## src/rtl/fetch_queue.sv

```systemverilog
// Instruction fetch queue: fetches from imem at the PC register's address, buffers
// {pc, ins} pairs in a first-word-fall-through FIFO and presents the head to issue.
module fetch_queue #(
    parameter int DEPTH = 4
) (
    input  logic        clk,
    input  logic        nRST,
    input  logic [31:0] pc,
    output logic        insStall,
    output logic        pcWrite,
    output logic        imem_req,
    output logic [31:0] imem_addr,
    input  logic [31:0] imem_rdata,
    input  logic        flush,
    output logic        issue_valid,
    output logic [31:0] issue_ins,
    output logic [31:0] issue_pc,
    input  logic        issue_ready
);

    localparam int AW = $clog2(DEPTH);
    localparam logic [AW:0]   FULL_LEVEL = (AW+1)'(DEPTH);
    localparam logic [AW:0]   CNT_ONE    = (AW+1)'(1);
    localparam logic [AW-1:0] PTR_ONE    = AW'(1);

    typedef struct packed {
        logic [31:0] pc;
        logic [31:0] ins;
    } entry_t;

    entry_t        fifo [DEPTH];
    logic [AW-1:0] head;
    logic [AW-1:0] tail;
    logic [AW:0]   count;
    logic          inflight;
    logic [31:0]   inflight_pc;

    logic [AW:0]   occupancy;
    logic          push;
    logic          pop;

    // An in-flight fetch already owns a slot, so it counts toward the stall level;
    // that reservation is what makes a push into a full queue impossible.
    assign occupancy = count + {{AW{1'b0}}, inflight};
    assign insStall  = (occupancy >= FULL_LEVEL);
    assign imem_req  = !insStall && !flush;
    assign pcWrite   = imem_req;
    assign imem_addr = pc;

    // Issue port: the head entry transfers on a cycle where issue_valid and
    // issue_ready are both high; issue_valid never depends on issue_ready.
    assign issue_valid = (count != '0);
    assign issue_pc    = fifo[head].pc;
    assign issue_ins   = fifo[head].ins;

    assign push = inflight && !flush;
    assign pop  = issue_valid && issue_ready && !flush;

    always_ff @(posedge clk or negedge nRST) begin
        if (!nRST) begin
            head        <= '0;
            tail        <= '0;
            count       <= '0;
            inflight    <= 1'b0;
            inflight_pc <= '0;
            for (int i = 0; i < DEPTH; i++) begin
                fifo[i] <= '0;
            end
        end else begin
            inflight <= imem_req;
            if (imem_req) begin
                inflight_pc <= pc;
            end
            if (flush) begin
                head  <= '0;
                tail  <= '0;
                count <= '0;
            end else begin
                if (push) begin
                    fifo[tail] <= '{pc: inflight_pc, ins: imem_rdata};
                    tail       <= tail + PTR_ONE;
                end
                if (pop) begin
                    head <= head + PTR_ONE;
                end
                case ({push, pop})
                    2'b10:   count <= count + CNT_ONE;
                    2'b01:   count <= count - CNT_ONE;
                    default: count <= count;
                endcase
            end
        end
    end

endmodule
```

## config.mk

```make
export PLATFORM = sky130hd
export DESIGN_NAME = fetch_queue
export DESIGN_NICKNAME = d
export VERILOG_FILES = /design/src/rtl/fetch_queue.sv
export SDC_FILE = /design/constraint.sdc
export NUM_CORES = 1
export LEC_CHECK = 0
export BUFFER_PORTS_ARGS = -buffer_cell sky130_fd_sc_hd__buf_2
export CAP_MARGIN = 20
export CORE_ASPECT_RATIO = 0.5
export CORE_MARGIN = 1.5
export CORE_UTILIZATION = 58
export DETAILED_ROUTE_END_ITERATION = 7
export GPL_TIMING_DRIVEN = 0
export PLACE_DENSITY = 0.8
export SLEW_MARGIN = 20
export SYNTH_ARGS = -nofsm -noshare
export SYNTH_HDL_FRONTEND = slang
export SYNTH_SLANG_ARGS = --single-unit
```

## constraint.sdc

```tcl
create_clock -name clk -period 2.55 [get_ports clk]
set_input_delay 0.3825 -clock clk [delete_from_list [all_inputs] [get_ports clk]]
set_output_delay 0.3825 -clock clk [all_outputs]
set_load 0.1 [all_outputs]
```

## Word level (Yosys, flattened, before mapping)

Cells that the tools add are included.

| word-level totals | value |
|---|---|
| input bits | 68 |
| output and inout port bits | 100 |
| flip-flop bits (word level) | 296 |

| operators by class | value |
|---|---|
| equality and inequality tests | 2 |
| reduce and logical (&&, ||, !) cells | 12 |
| $lt $le $gt $ge | 4 |
| mux-type cells | 12 |
| add/sub/neg operators | 5 |
| bitwise gates (word level) | 3 |

Operators with widths:

| operator | count |
|---|---|
| bitwise mux 256 bit | 1 |
| two-way mux 64 bit | 3 |
| binary-select mux 64 bit (select 2 bit) | 1 |
| demux 64 bit (select 2 bit) | 1 |
| >= comparator 3 bit (second input constant) | 3 |
| two-way mux 2 bit | 4 |
| inverter 2 -> 3 bit | 2 |
| one-hot mux 3 bit (2 select lines) | 1 |
| nonzero test 3 bit | 2 |
| logical AND 1 bit | 5 |
| adder 2 x 1 -> 2 bit (second input constant) | 2 |
| nonzero test 2 bit | 2 |
| adder 3 x 1 -> 3 bit | 1 |
| adder 3 x 1 -> 3 bit (second input constant) | 1 |
| less-than comparator 3 x 1 -> 1 bit (second input constant) | 1 |
| two-way mux 3 bit | 1 |
| subtractor 3 x 1 -> 3 bit (second input constant) | 1 |
| equality test 2 x 1 -> 1 bit (second input constant) | 1 |
| equality test 2 bit (second input constant) | 1 |
| zero test 1 bit | 2 |
| AND reduction 2 bit | 1 |
| inverter 1 bit | 1 |

## Depth between registers and ports, before layout

| depth | value |
|---|---|
| depth in word-level cells | 6 |
| mapped depth | 7 |
| gate-level depth less buffers | 6 |

## Worst setup path after synthesis

OpenSTA, ideal clock, no wires.

| path | value |
|---|---|
| kind | reg2out |
| start point | reg count[0] |
| end point | out insStall |
| slack | -0.038 ns |
| path buffers | 0 |
| required time | 2.168 ns |
| data arrival time | 2.205 ns |
| stages on the path, launching flop included | 3 |
| cells stage by stage | dfrtp_1 nand3_2 xnor2_1 |

| between the ends | value |
|---|---|
| longest elaborated chain between the ends | 2 |

RTL lines:

| what | RTL line | text |
|---|---|---|
| start, declared | 34 | `logic [AW:0] count;` |
| start signal, assigned | 87 | `2'b10: count <= count + CNT_ONE;` |
| start signal, assigned | 88 | `2'b01: count <= count - CNT_ONE;` |
| start signal, assigned | 89 | `default: count <= count;` |
| adder 3 x 1 -> 3 bit | 44 | `assign occupancy = count + {{AW{1'b0}}, inflight};` |
| >= comparator 3 bit | 45 | `assign insStall = (occupancy >= FULL_LEVEL);` |
| end, declared | 9 | `output logic insStall,` |

Every way passes these cells.

## Final worst setup path

| path | value |
|---|---|
| start point | reg head[0] |
| end point | out issue_ins[31] |

| between the ends | value |
|---|---|
| longest elaborated chain between the ends | 4 |

RTL lines:

| what | RTL line | text |
|---|---|---|
| start, declared | 32 | `logic [AW-1:0] head;` |
| start signal, assigned | 84 | `head <= head + PTR_ONE;` |
| inverter 2 -> 3 bit (not written as such) | 54 | `assign issue_ins = fifo[head].ins;` |
| binary-select mux 64 bit (select 2 bit) | 54 |  |
| two-way mux 64 bit (not written as such) (2 in series) | 54 |  |
| end, declared | 16 | `output logic [31:0] issue_ins,` |

Every way passes these cells. The select of a mux whose other input is x is not followed.

==> flow_results.xml <==
<?xml version="1.0" encoding="UTF-8"?>
<metrics>
  <group name="run_status">
    <metric name="outcome" unit="">completed</metric>
  </group>
  <group name="routing">
    <metric name="viasPerCell" unit="">5.62</metric>
    <metric name="ant_nets" unit="">0</metric>
    <metric name="drtPass1Iterations" unit="">5</metric>
    <metric name="route.final.wire_length" unit="mm">26.3</metric>
    <metric name="wire_per_inst" unit="µm">20.2</metric>
    <metric name="remaining_drc_errors" unit="">0</metric>
    <metric name="routed-via-count" unit="">7300</metric>
    <metric name="detail_route.iter0.violations" unit="">373</metric>
  </group>
  <group name="clock_network">
    <metric name="cts_tree" unit="">built</metric>
    <metric name="htree_num_levels" unit="">1</metric>
    <metric name="root_buffer_selected_by_cts" unit="">sky130_fd_sc_hd__clkbuf_16</metric>
    <metric name="worst_setup_hold_path_clk_slew" unit="ps">70</metric>
    <metric name="clk_path_buf_depth" unit="">3</metric>
    <metric name="cts_made_buffers" unit="">26</metric>
    <metric name="clock_latency_at_the_later_pin_of_the_worst_skew_pair" unit="ps">530</metric>
    <metric name="total_clock_sinks" unit="">296</metric>
  </group>
  <group name="logic_synthesis">
    <metric name="yosysSeqAreaShare" unit="">0.572</metric>
    <metric name="synthesis.instances" unit="">775</metric>
    <metric name="post_synth_instance_area" unit="µm²">12900</metric>
    <metric name="syn_nets" unit="">848</metric>
    <metric name="synth_edf_count" unit="">0</metric>
    <metric name="ys_types" unit="">33</metric>
    <metric name="synth_ff_type" unit="">sky130_fd_sc_hd__dfrtp_1</metric>
    <metric name="postSynthRegisterBits" unit="">296</metric>
    <metric name="syn_area_per_cell" unit="µm²">16.7</metric>
    <metric name="proportion_of_synthesized_flip_flops_having_asynchronous_set_or_reset" unit="">1.00</metric>
    <metric name="synthesis.yosys.warnings" unit="">0</metric>
  </group>
  <group name="sta">
    <metric name="timing.final.crit_share" unit="">0.959</metric>
    <metric name="max_freq" unit="MHz">409</metric>
    <metric name="final_setup_viols" unit="">0</metric>
    <metric name="timing.hold.ws" unit="ps">103</metric>
    <metric name="tightest_slew" unit="ps">554</metric>
    <metric name="timing.slew.headroom" unit="">0.628</metric>
    <metric name="period_needed" unit="ps">2450</metric>
    <metric name="final-hold-violation-count" unit="">0</metric>
    <metric name="fin_skew" unit="ps">7.54</metric>
    <metric name="report.final.slew_viol_count" unit="">0</metric>
  </group>
  <group name="min_path">
    <metric name="timing.hold.worst.class" unit="">primary input to flop</metric>
  </group>
  <group name="run">
    <metric name="cap_viol_max_count" unit="">0</metric>
  </group>
  <group name="global_routing">
    <metric name="gr-total-overflow" unit="">0</metric>
    <metric name="grt_first_pass_wirelength" unit="mm">42.6</metric>
    <metric name="initial_antenna_violation_count" unit="">0</metric>
    <metric name="number_of_global_route_vias_before_repair" unit="">7949</metric>
    <metric name="grt_use_total" unit="">0.233</metric>
    <metric name="grt_max_degree" unit="">105</metric>
  </group>
  <group name="floorplan">
    <metric name="fp-row-count" unit="">38</metric>
    <metric name="fp.dieArea" unit="µm²">23300</metric>
    <metric name="placeableCoreArea" unit="µm²">21800</metric>
    <metric name="floorplan.initialDensity" unit="">0.594</metric>
    <metric name="design.portCount" unit="">168</metric>
    <metric name="dieHeight" unit="µm">109</metric>
    <metric name="die-width" unit="µm">214</metric>
  </group>
  <group name="critical_path">
    <metric name="worstSetupEndpointType" unit="">output port</metric>
    <metric name="crit_path_max_incr_delay" unit="ps">530</metric>
    <metric name="timing.setup.critical_path_class" unit="">flop to output port</metric>
    <metric name="critical_path_required" unit="ps">2170</metric>
    <metric name="timing.critical_path.cells" unit="">buf_12 -&gt; buf_8 -&gt; mux4_2 -&gt; buf_4</metric>
    <metric name="crit_path_max_fanout" unit="">10</metric>
    <metric name="crit_slowest_cell" unit="">sky130_fd_sc_hd__mux4_2</metric>
    <metric name="critical_path_arrival" unit="ps">2060</metric>
    <metric name="setup.worst_path.start_class" unit="">flop</metric>
  </group>
  <group name="layout">
    <metric name="stdcell_area" unit="µm²">15400</metric>
    <metric name="flow.area_growth_from_synthesis" unit="%">19.3</metric>
    <metric name="layoutNonFillerInstCount" unit="">1300</metric>
    <metric name="post_route_cells_drive_above_1_share" unit="">0.559</metric>
    <metric name="multiInputGateArea" unit="µm²">5050</metric>
    <metric name="layout.nets" unit="">1054</metric>
    <metric name="final-seq-area" unit="µm²">7410</metric>
    <metric name="n_fill_cell" unit="">1494</metric>
    <metric name="diodes" unit="">0</metric>
  </group>
  <group name="place">
    <metric name="placed_area" unit="µm²">14300</metric>
    <metric name="finalWeightedCongestion" unit="">0.748</metric>
    <metric name="place_hpwl" unit="mm">17.6</metric>
    <metric name="placedCellCount" unit="">1245</metric>
    <metric name="placement.io_buffers" unit="">167</metric>
  </group>
</metrics>
-- sequential cells by signal, summed over array words and instances (netlist names) --
register and cells:
head 2, fifo 256, count 3, inflight 1, inflight_pc 32, tail 2
-- timing repair --
item / 4_1_cts / 5_1_grt
gates cloned: 0 / 0
hold endpoints to repair: 31 / 0
buffers inserted: 1 / 6
setup endpoints to repair: 61 / 47
resized for setup: 74 / 28
hold buffers: 1 / 0
-- worst max-delay path: cells and delay by family, from the launching register on --
| kind | cells | cell delay [ps] |
|---|---|---|
| buffers and inverters | 3 | 590 |
| flip-flops | 1 | 410 |
| multiplexers | 1 | 530 |
-- kinds of logic (layout without fill, tap and decap cells) --
logic type / after synthesis / count (layout) / share of synthesized area
mux: 354 / 354 / 0.364
xor+xnor: 6 / 6 / 0.00406
simple gates: 23 / 23 / 0.00957
fa+ha+maj: 5 / 5 / 0.00541
compound gates: 10 / 10 / 0.00541
buf+inv: 81 / 306 / 0.0389
flops: 296 / 296 / 0.572
-- path summary, 6_finish.rpt --
check                                 startpoint                     endpoint  slack (ps)  depth (start not counted)
max                          head[0]$_DFFE_PN0P_                issue_ins[31]         100                          4
min                                       pc[18]  inflight_pc[18]$_DFFE_PN0P_         100                          2
max reg2reg                 count[2]$_DFFE_PN0P_         count[1]$_DFFE_PN0P_         130                          6
min reg2reg                fifo[129]$_DFFE_PN0P_        fifo[129]$_DFFE_PN0P_         490                          1
max in group asynchronous                   nRST         fifo[30]$_DFFE_PN0P_        1420                          3
min in group asynchronous                   nRST        fifo[242]$_DFFE_PN0P_         320                          2
-- cell usage in the layout (no fill, tap or decap), types with 2 or more instances in the layout --
cell                         instances
sky130_fd_sc_hd__dfrtp_1           293
sky130_fd_sc_hd__mux2_2            188
sky130_fd_sc_hd__nor2b_1             2
sky130_fd_sc_hd__buf_2             135
sky130_fd_sc_hd__clkbuf_8            6
sky130_fd_sc_hd__dfrtp_2             3
sky130_fd_sc_hd__buf_4              90
sky130_fd_sc_hd__mux4_2             64
sky130_fd_sc_hd__o21ai_0             3
sky130_fd_sc_hd__buf_8               5
sky130_fd_sc_hd__nand2_2             4
sky130_fd_sc_hd__buf_6              10
sky130_fd_sc_hd__clkinvlp_4          2
sky130_fd_sc_hd__clkbuf_16          27
sky130_fd_sc_hd__nor2_1             10
sky130_fd_sc_hd__a31oi_1             2
sky130_fd_sc_hd__inv_1               3
sky130_fd_sc_hd__buf_16              3
sky130_fd_sc_hd__ha_1                4
sky130_fd_sc_hd__clkbuf_1            5
sky130_fd_sc_hd__xnor2_1             3
sky130_fd_sc_hd__xor2_1              2
sky130_fd_sc_hd__clkbuf_4            8
sky130_fd_sc_hd__clkinv_2            6
sky130_fd_sc_hd__mux2_1            100
sky130_fd_sc_hd__buf_12              2
-- routing by layer --
layer,share of wire,track usage
met1,0.45,0.321
met2,0.51,0.405
met3,0.029,0.0301
met4,0.017,0.0558
met5,0,0
-- Yosys cell counts (2+ instances only) --
cell	instances	share of area
sky130_fd_sc_hd__buf_6	3	0.0026
sky130_fd_sc_hd__mux2_1	100	0.087
sky130_fd_sc_hd__dfrtp_1	296	0.57
sky130_fd_sc_hd__inv_1	3	0.00087
sky130_fd_sc_hd__nand2_2	4	0.0019
sky130_fd_sc_hd__nor2b_1	2	0.00097
sky130_fd_sc_hd__xor2_1	2	0.0014
sky130_fd_sc_hd__mux2_2	188	0.16
sky130_fd_sc_hd__mux4_2	64	0.11
sky130_fd_sc_hd__o21ai_0	3	0.0012
sky130_fd_sc_hd__buf_1	4	0.0012
sky130_fd_sc_hd__a31oi_1	2	0.00097
sky130_fd_sc_hd__buf_2	33	0.013
sky130_fd_sc_hd__clkbuf_1	2	0.00058
sky130_fd_sc_hd__xnor2_1	4	0.0027
sky130_fd_sc_hd__ha_1	4	0.0039
sky130_fd_sc_hd__nor2_1	10	0.0029
sky130_fd_sc_hd__buf_4	36	0.021
-- layout make-up --
type / count / area share
sequential: 296 / 0.480
clock inverter: 9 / 0.00486
timing repair buffer: 178 / 0.0753
clock buffer: 38 / 0.0503
buffer: 78 / 0.0374
multi-input combinational: 398 / 0.327
tap: 300 / 0.0243
inverter: 3 / 0.000729
-- metrics by stage --
| step | setup TNS, ps | setup slack, ps | utilization |
|---|---|---|---|
| after global placement | -1180620 | -4020 | 0.650 |
| after global routing | -8.53 | -8.53 | 0.709 |
| after CTS | -2.97 | -2.06 | 0.703 |
| after detailed placement | 0 | 99.6 | 0.655 |
| final | 0 | 104 | 0.709 |
| after floorplan | 0 | 93.5 | - |
Power is left out: the tool's default activity adds up to more than one toggle a clock period on the data nets, which glitch-free logic cannot reach.
